**config.mk**
```make
export PLATFORM = sky130hd
export DESIGN_NAME = pc_gen
export DESIGN_NICKNAME = d
export VERILOG_FILES = /design/src/rtl/pc_gen.sv
export SDC_FILE = /design/constraint.sdc
export NUM_CORES = 1
export LEC_CHECK = 0
export ABC_CLOCK_PERIOD_IN_PS = 2300
export BUFFER_PORTS_ARGS = -buffer_cell sky130_fd_sc_hd__buf_2
export CORE_AREA = 2 2 102 114
export CTS_CLUSTER_DIAMETER = 50
export DETAILED_ROUTE_END_ITERATION = 6
export DIE_AREA = 0 0 104 116
export GPL_ROUTABILITY_DRIVEN = 0
export HOLD_SLACK_MARGIN = 0.1
export PLACE_DENSITY = 0.58
export SKIP_CTS_REPAIR_TIMING = 1
export SKIP_LAST_GASP = 1
export SLEW_MARGIN = 10
export SYNTH_ARGS = -nofsm -noshare
export SYNTH_HDL_FRONTEND = slang
export SYNTH_SLANG_ARGS = --single-unit
export TNS_END_PERCENT = 30
```
**constraint.sdc**
```tcl
create_clock -name clk -period 2.3 [get_ports clk]
set_input_delay 0.115 -clock clk [delete_from_list [all_inputs] [get_ports clk]]
set_output_delay 0.115 -clock clk [all_outputs]
set_load 0.02 [all_outputs]
```
**src/rtl/pc_gen.sv**
```systemverilog
// Program-counter generation stage feeding the IF/ID fetch register.
// Advances by 4 on each fetch accept and applies branch/jump/trap redirects, buffering a redirect that arrives while fetch is busy.
module pc_gen #(
  parameter logic [31:0] RESET_PC = 32'h8000_0000
) (
  input  logic        clk,
  input  logic        rst,
  input  logic        fetch_ready,
  input  logic        stall,
  input  logic        redirect_valid,
  input  logic [31:0] redirect_pc,
  output logic [31:0] pc,
  output logic        pc_valid,
  output logic        pc_b_j,
  output logic        misalign
);

  localparam logic [1:0] BOOT = 2'd0;
  localparam logic [1:0] RUN  = 2'd1;
  localparam logic [1:0] HOLD = 2'd2;

  logic [1:0]  state;
  logic [31:0] pend_pc;
  logic        accept;
  logic        load;
  logic [31:0] load_pc;

  assign pc_valid = (state == RUN) || (state == HOLD);
  assign accept   = pc_valid & fetch_ready & ~stall;

  // In HOLD a redirect arriving together with accept bypasses pend_pc (newest wins).
  always_comb begin
    load    = 1'b0;
    load_pc = redirect_pc;
    case (state)
      RUN:  load = redirect_valid & accept;
      HOLD: begin
        load = accept;
        if (!redirect_valid) load_pc = pend_pc;
      end
      default: load = 1'b0;
    endcase
  end

  always_ff @(posedge clk) begin
    if (rst) begin
      state    <= BOOT;
      pc       <= RESET_PC;
      pend_pc  <= '0;
      pc_b_j   <= 1'b0;
      misalign <= 1'b0;
    end else begin
      misalign <= 1'b0;
      if (load) begin
        pc       <= {load_pc[31:2], 2'b00};
        pc_b_j   <= 1'b1;
        misalign <= |load_pc[1:0];
        state    <= RUN;
      end else if (accept) begin
        pc     <= pc + 32'd4;
        pc_b_j <= 1'b0;
      end

      // A redirect that cannot be taken yet is parked, even under stall.
      case (state)
        BOOT: begin
          if (redirect_valid) begin
            pend_pc <= redirect_pc;
            state   <= HOLD;
          end else begin
            state <= RUN;
          end
        end
        RUN: begin
          if (redirect_valid && !accept) begin
            pend_pc <= redirect_pc;
            state   <= HOLD;
          end
        end
        HOLD: begin
          if (redirect_valid && !accept) pend_pc <= redirect_pc;
        end
        default: state <= BOOT;
      endcase
    end
  end

endmodule

```
==> flow_summary.toml, run 1 <==
[run_status]
status = "completed"

[pwr]
swShare = 0.296
pwr-share-seq = 0.402
powerDensity_nw_per_um2 = 655
total_power_mw = 3.15
p_comb_frac = 0.184
switching_power_mw = 0.932
irDropWorstVdd_v = 0.000316
p_int_mw = 2.22
power_frac_clock = 0.414
power.leakage_nw = 1.90

[timing]
hold_viol = 0
final.min_clock_period_ps = 2110
report.final.slew_viol_count = 0
rsz0062_at_grt = "false"
clock.fmax_ghz = 0.475
finalSetupTns_ps = 0
post-route-worst-setup-slack_ps = 195
setup_violations = 0
slew_headroom = 0.621
max_slew.worst_pin.slew_ps = 563
fin_skew_ps = 8.53
fin_crit_sh = 0.915

[routing]
num_vias = 3993
wl_per_cell_microns = 15.8
dr.first_iter.drc_count = 234
routed_wl_microns = 11900
dr.pass1.iters = 5
ant_nets = 0
viasPerCell = 5.30
drc = 0

[yosys]
synthArstFlopShare = 0
synth_top_cells_by_count = "116 x nand2_1, 70 x a21oi_1, 66 x dfxtp_1, 33 x nor2_1, 29 x clkbuf_1"
synth_xor_area_frac = 0.00241
yosys_warnings = 0
yosys.area.top_type_share = 0.364
synth_most_common_cell = "nand2_1"
synth-seq-area-share = 0.364
synth_seq_cells = 66
syn_area_per_cell_sq_um = 7.25
synthTopCellsByArea = "dfxtp_1 36%, nand2_1 12%, a21oi_1 9.6%, nor2_1 3.4%, nand3_1 3.2%"
yosysUniqueCellTypes = 54
synth_edf_count = 0
synthMuxAreaShare = 0.0444
synth_compound_area_frac = 0.236
yosys.area_share.simple = 0.289
synthFlopType = "dfxtp_1"
netlist_instances = 501
yosysTopAreaCell = "dfxtp_1"
netlist_area_sq_um = 3630
synth_top_family_by_area = "simple AND/OR/NAND/NOR gates"
synthAdderAreaFrac = 0.0172

[global_route]
track_usage = 0.201
grt_max_degree = 36
grtUsageMet2 = 0.333
busiest_layer = "met2"
grt_overflow_total = 0
antenna_found_initial = 0
grt_pass1_wl_microns = 19000
grt_pass1_vias = 3620
met1_usage = 0.250
grt_use_met3 = 0.0411

[worst_setup_path]
reg2reg_slack_ps = 190
critPathLaunchType = "flip-flop"
critPathSlowestCell = "or4_1"
critPathCaptureType = "flip-flop"
critPathRequiredTime_ps = 2570
cp.arrival_ps = 2380
path_max_fanout = 8
cp_slowest_stage_delay_ps = 570
worstPathCellList = "inv_1, ha_1, and3b_1, nand2_1, or4_1, a31oi_1"
crit_type = "flip-flop to flip-flop"

[cells_and_area]
drive_gt1_frac = 0.208
synthToLayoutAreaGrowth_pct = 32.4
finalNonFillerCells = 753
fill_cells = 1112
n_antenna_cell = 0
nets = 644

[place]
io_buffers = 69
hpwl_microns = 8320
place_inst = 706
pre_cts_ws_ps = 204

[die]
ios = 72
core-area_sq_um = 10800
dieArea_sq_um = 12100
start_util = 0.336
die_x_microns = 104
num_rows = 40
fp.dieH_microns = 116

[clock_tree]
cts_tree = "built"
cts_sinks = 66
clockBufferDepth = 2
cts_root_buf = "clkbuf_16"
clock_latency_ps = 350
cts_buffers = 9
clkSlewWorstSetupHoldPaths_ps = 60
htree_num_levels = 3

[hold_path]
hold_class = "input port to flip-flop"

[flow_run]
cap_violations = 0
path summary, 6_finish.rpt:
kind / from / end / depth (start not counted)
worst min-delay path: rst / pend_pc[24] / 2
worst max-delay path: state[0] / pc[20] / 6
worst max register to register: state[0] / pc[20] / 6
worst min register to register: pend_pc[21] / pend_pc[21] / 2
layout make-up:
cell class | count | area, sq um | area share
clock inverter | 3 | 15.0 | 0.00312
tap | 147 | 184 | 0.0382
timing repair buffer | 126 | 866 | 0.180
multi-input combinational | 395 | 2150 | 0.447
sequential | 66 | 1320 | 0.275
inverter | 4 | 15.0 | 0.00312
clock buffer | 12 | 256 | 0.0533
through the flow:
step / area, sq um / util / hold slack [ps]
2_1_floorplan: 3640 / - / 251
3_3_place_gp: 4220 / 0.390 / 369
3_5_place_dp: 4220 / 0.390 / 374
4_1_cts: 4490 / 0.415 / 19.1
5_1_grt: 4810 / 0.445 / 182
6_report: 4810 / 0.445 / 171
power groups by stage:
| stage | logic, mW | registers (mW) | clock network, mW |
|---|---|---|---|
| after detailed placement | 0.535 | 1.29 | 0 |
| after global routing | 0.644 | 1.28 | 1.37 |
| after CTS | 0.538 | 1.27 | 1.31 |
| after global placement | 0.525 | 1.29 | 0 |
| after floorplan | 0.328 | 1.30 | 0 |
| final | 0.580 | 1.27 | 1.30 |
critical path, delay by kind of cell, from the launching register on:
family	cells	cell delay (ps)
AOI/OAI and AO/OA	1	160
adders and majority gates	1	360
buffers and inverters	1	90
DFF	1	400
and+or+nand+nor	3	1030
cells by family (layout without fill, tap and decap cells):
kind of cell | after synthesis | count (layout)
multiplexers | 15 | 15
adder cells (fa/ha/maj) | 5 | 5
buffers and inverters | 41 | 145
flip-flops | 66 | 66
AND/OR/NAND/NOR | 227 | 227
XOR/XNOR | 1 | 1
other | 1 | 2
AO/OA/AOI/OAI | 145 | 145
registers in the layout, indices dropped and copies added (netlist names):
register  count
pc           30
pend_pc      32
pc_b_j        1
state         2
misalign      1
layer usage:
metal	share of wire	vias to the layer above	wire, microns
met5	0	-	0
met4	0.034	0	400
met3	0.047	21	558
met2	0.48	121	5740
met1	0.44	1859	5210
li1	-	1992	-
placed cells by master, fill, tap and decap left out, types with 3 or more instances in the layout:
cell / instances
nand2_1: 116
nor4_1: 5
o21ai_0: 21
a211oi_1: 6
nand2b_1: 3
nor2_1: 32
or3_1: 3
a21o_1: 5
and3_1: 3
buf_4: 24
dfxtp_1: 66
a21oi_1: 70
nand4_1: 10
inv_1: 4
mux2_2: 9
nand3_1: 23
a22oi_1: 6
a31oi_1: 12
o22ai_1: 6
buf_2: 69
a22o_1: 3
mux2i_1: 6
ha_1: 5
and2_1: 3
clkinv_2: 3
nor3b_1: 3
nor3_1: 12
clkbuf_16: 9
dlygate4sd3_1: 32
No activity file was read; power rests on OpenSTA's default activity.
==> run 2, diff against run 1 <==
--- a/config.mk
+++ b/config.mk
@@ -13,7 +13,6 @@
 export DIE_AREA = 0 0 104 116
 export GPL_ROUTABILITY_DRIVEN = 0
 export HOLD_SLACK_MARGIN = 0.1
-export PLACE_DENSITY = 0.58
 export SKIP_CTS_REPAIR_TIMING = 1
 export SKIP_LAST_GASP = 1
 export SLEW_MARGIN = 10
==> run 2 against run 1 <==
First-iteration DRC count grew 19%. Non-clock buffer count is 3 lower. Sequential cell count stayed put. Maximum frequency up 0.97%. Worst setup slack improved by 20 ps. Critical endpoint is now pc[16]. Wire length decreased by 2.5%. Combinational power shrank 2%. Critical path type unchanged. Largest power group unchanged. Global-route usage is 0.68 points lower. Cell area down 0.21%.
==> flow_summary.toml, run 2 (synthesis results as in run 1) <==
[place]
hpwl_microns = 8120
placed_area_sq_um = 4190
io_buffers = 69

[timing]
report.final.slew_viol_count = 0
hold_viol = 0
finalSetupTns_ps = 0
fin_crit_sh = 0.907
clock.fmax_ghz = 0.480
setup_violations = 0
final.min_clock_period_ps = 2090
fin_skew_ps = 7.98
rsz0062_at_grt = "false"
slew_headroom = 0.618
max_slew.worst_pin.slew_ps = 568

[global_route]
grt_max_degree = 33
grt_pass1_vias = 3523
track_usage = 0.194
grt_pass1_wl_microns = 18500
grt_overflow_total = 0
antenna_found_initial = 0

[worst_setup_path]
cp.arrival_ps = 2310
critPathRequiredTime_ps = 2520
path_max_fanout = 31
reg2reg_slack_ps = 210
crit_top_cell = "nor2_1"
crit_type = "flip-flop to flip-flop"
critPathCaptureType = "flip-flop"
critPathLaunchType = "flip-flop"
critPathSlowestCell = "dfxtp_1"
cp_slowest_stage_delay_ps = 410
worstPathCellList = "inv_1, ha_1, nand3b_1, buf_12, nor2_1, a31oi_1, o21ai_0, nor2_1"

[pwr]
irDropWorstVdd_v = 0.000352
power.leakage_nw = 1.89
powerDensity_nw_per_um2 = 664

[die]
ios = 72
die_x_microns = 104
start_util = 0.336
fp.dieH_microns = 116
num_rows = 40
dieArea_sq_um = 12100
core-area_sq_um = 10800

[clock_tree]
clkSlewWorstSetupHoldPaths_ps = 60
clock_latency_ps = 330
cts_buffers = 9
cts_sinks = 66
cts_root_buf = "clkbuf_16"
htree_num_levels = 3
cts_tree = "built"
clockBufferDepth = 2

[cells_and_area]
largest_reg_flops = 32
mostFrequentLayoutCells = "116 x nand2_1, 70 x a21oi_1, 69 x buf_2, 66 x dfxtp_1, 33 x nor2_1"
final_common_cell = "nand2_1"
nets = 641
synthToLayoutAreaGrowth_pct = 32.1
top_register = "pend_pc"
n_antenna_cell = 0
fill_cells = 1136
fin_area_sq_um = 4800
drive_gt1_frac = 0.201
largestRegisters = "pend_pc (32), pc (30), state (2)"

[routing]
routed_wl_microns = 11600
num_vias = 4014
dr.pass1.iters = 5
viasPerCell = 5.35
wl_per_cell_microns = 15.5
ant_nets = 0
dr.first_iter.drc_count = 279
drc = 0

[hold_path]
hold_class = "input port to flip-flop"

[flow_run]
cap_violations = 0

[run_status]
status = "completed"
==> run 2: changes by cell type in the layout (fill, tap and decap cells not counted) <==
cell | before | now
buf_4 | 24 | 21
nor2_1 | 32 | 33
clkinv_2 | 3 | 2
bufinv_16 | 0 | 1
clkbuf_8 | 2 | 1
clkbuf_1 | 1 | 2
nor2_2 | 1 | 0
==> run 2: final cells by class <==
| cell class | count | area (sq um) | share of cell area |
|---|---|---|---|
| clock buffer | 12 | 246 | 0.0514 |
| sequential | 66 | 1320 | 0.275 |
| multi-input combinational | 395 | 2150 | 0.448 |
| clock inverter | 3 | 40.0 | 0.00834 |
| timing repair buffer | 123 | 843 | 0.176 |
| inverter | 4 | 15.0 | 0.00313 |
| tap | 147 | 184 | 0.0383 |
==> run 2: final timing paths <==
path	from	endpoint	cells past startpoint
hold / removal	rst	pc[3]	2
hold reg to reg	pend_pc[25]	pend_pc[25]	2
setup / recovery	state[0]	pc[16]	8
setup reg to reg	state[0]	pc[16]	8
==> run 2: layer usage <==
layer / global-route usage / vias up / wire length [microns]
met2: 0.313 / 126 / 5470
met3: 0.0433 / 19 / 606
li1: - / 1983 / -
met1: 0.255 / 1886 / 5300
met4: 0.0739 / 0 / 244
met5: 0 / - / 0
==> run 2: where the power goes <==
part	switching, mW	leakage, nW	internal [mW]
clock	0.491	0.142	0.859
combinational	0.343	1.21	0.227
sequential	0.0547	0.538	1.21
==> run 2: per-stage QoR <==
| stage | util | total power, mW | setup slack (ps) | instances | hold slack, ps |
|---|---|---|---|---|---|
| 2_1_floorplan | - | 1.63 | 222 | 502 | 251 |
| 3_3_place_gp | 0.388 | 1.81 | 255 | 703 | 369 |
| 3_5_place_dp | 0.388 | 1.82 | 279 | 703 | 376 |
| 4_1_cts | 0.414 | 3.17 | 239 | 718 | 19.7 |
| 5_1_grt | 0.444 | 3.34 | 35.0 | 750 | 261 |
| 6_report | 0.444 | 3.19 | 215 | 750 | 243 |
==> run 2: critical path, delay by kind of cell (launching register included) <==
kind / cells / cell delay (ps)
buf+inv: 2 / 310
simple gates: 3 / 590
compound gates: 2 / 310
flops: 1 / 410
fa+ha+maj: 1 / 350
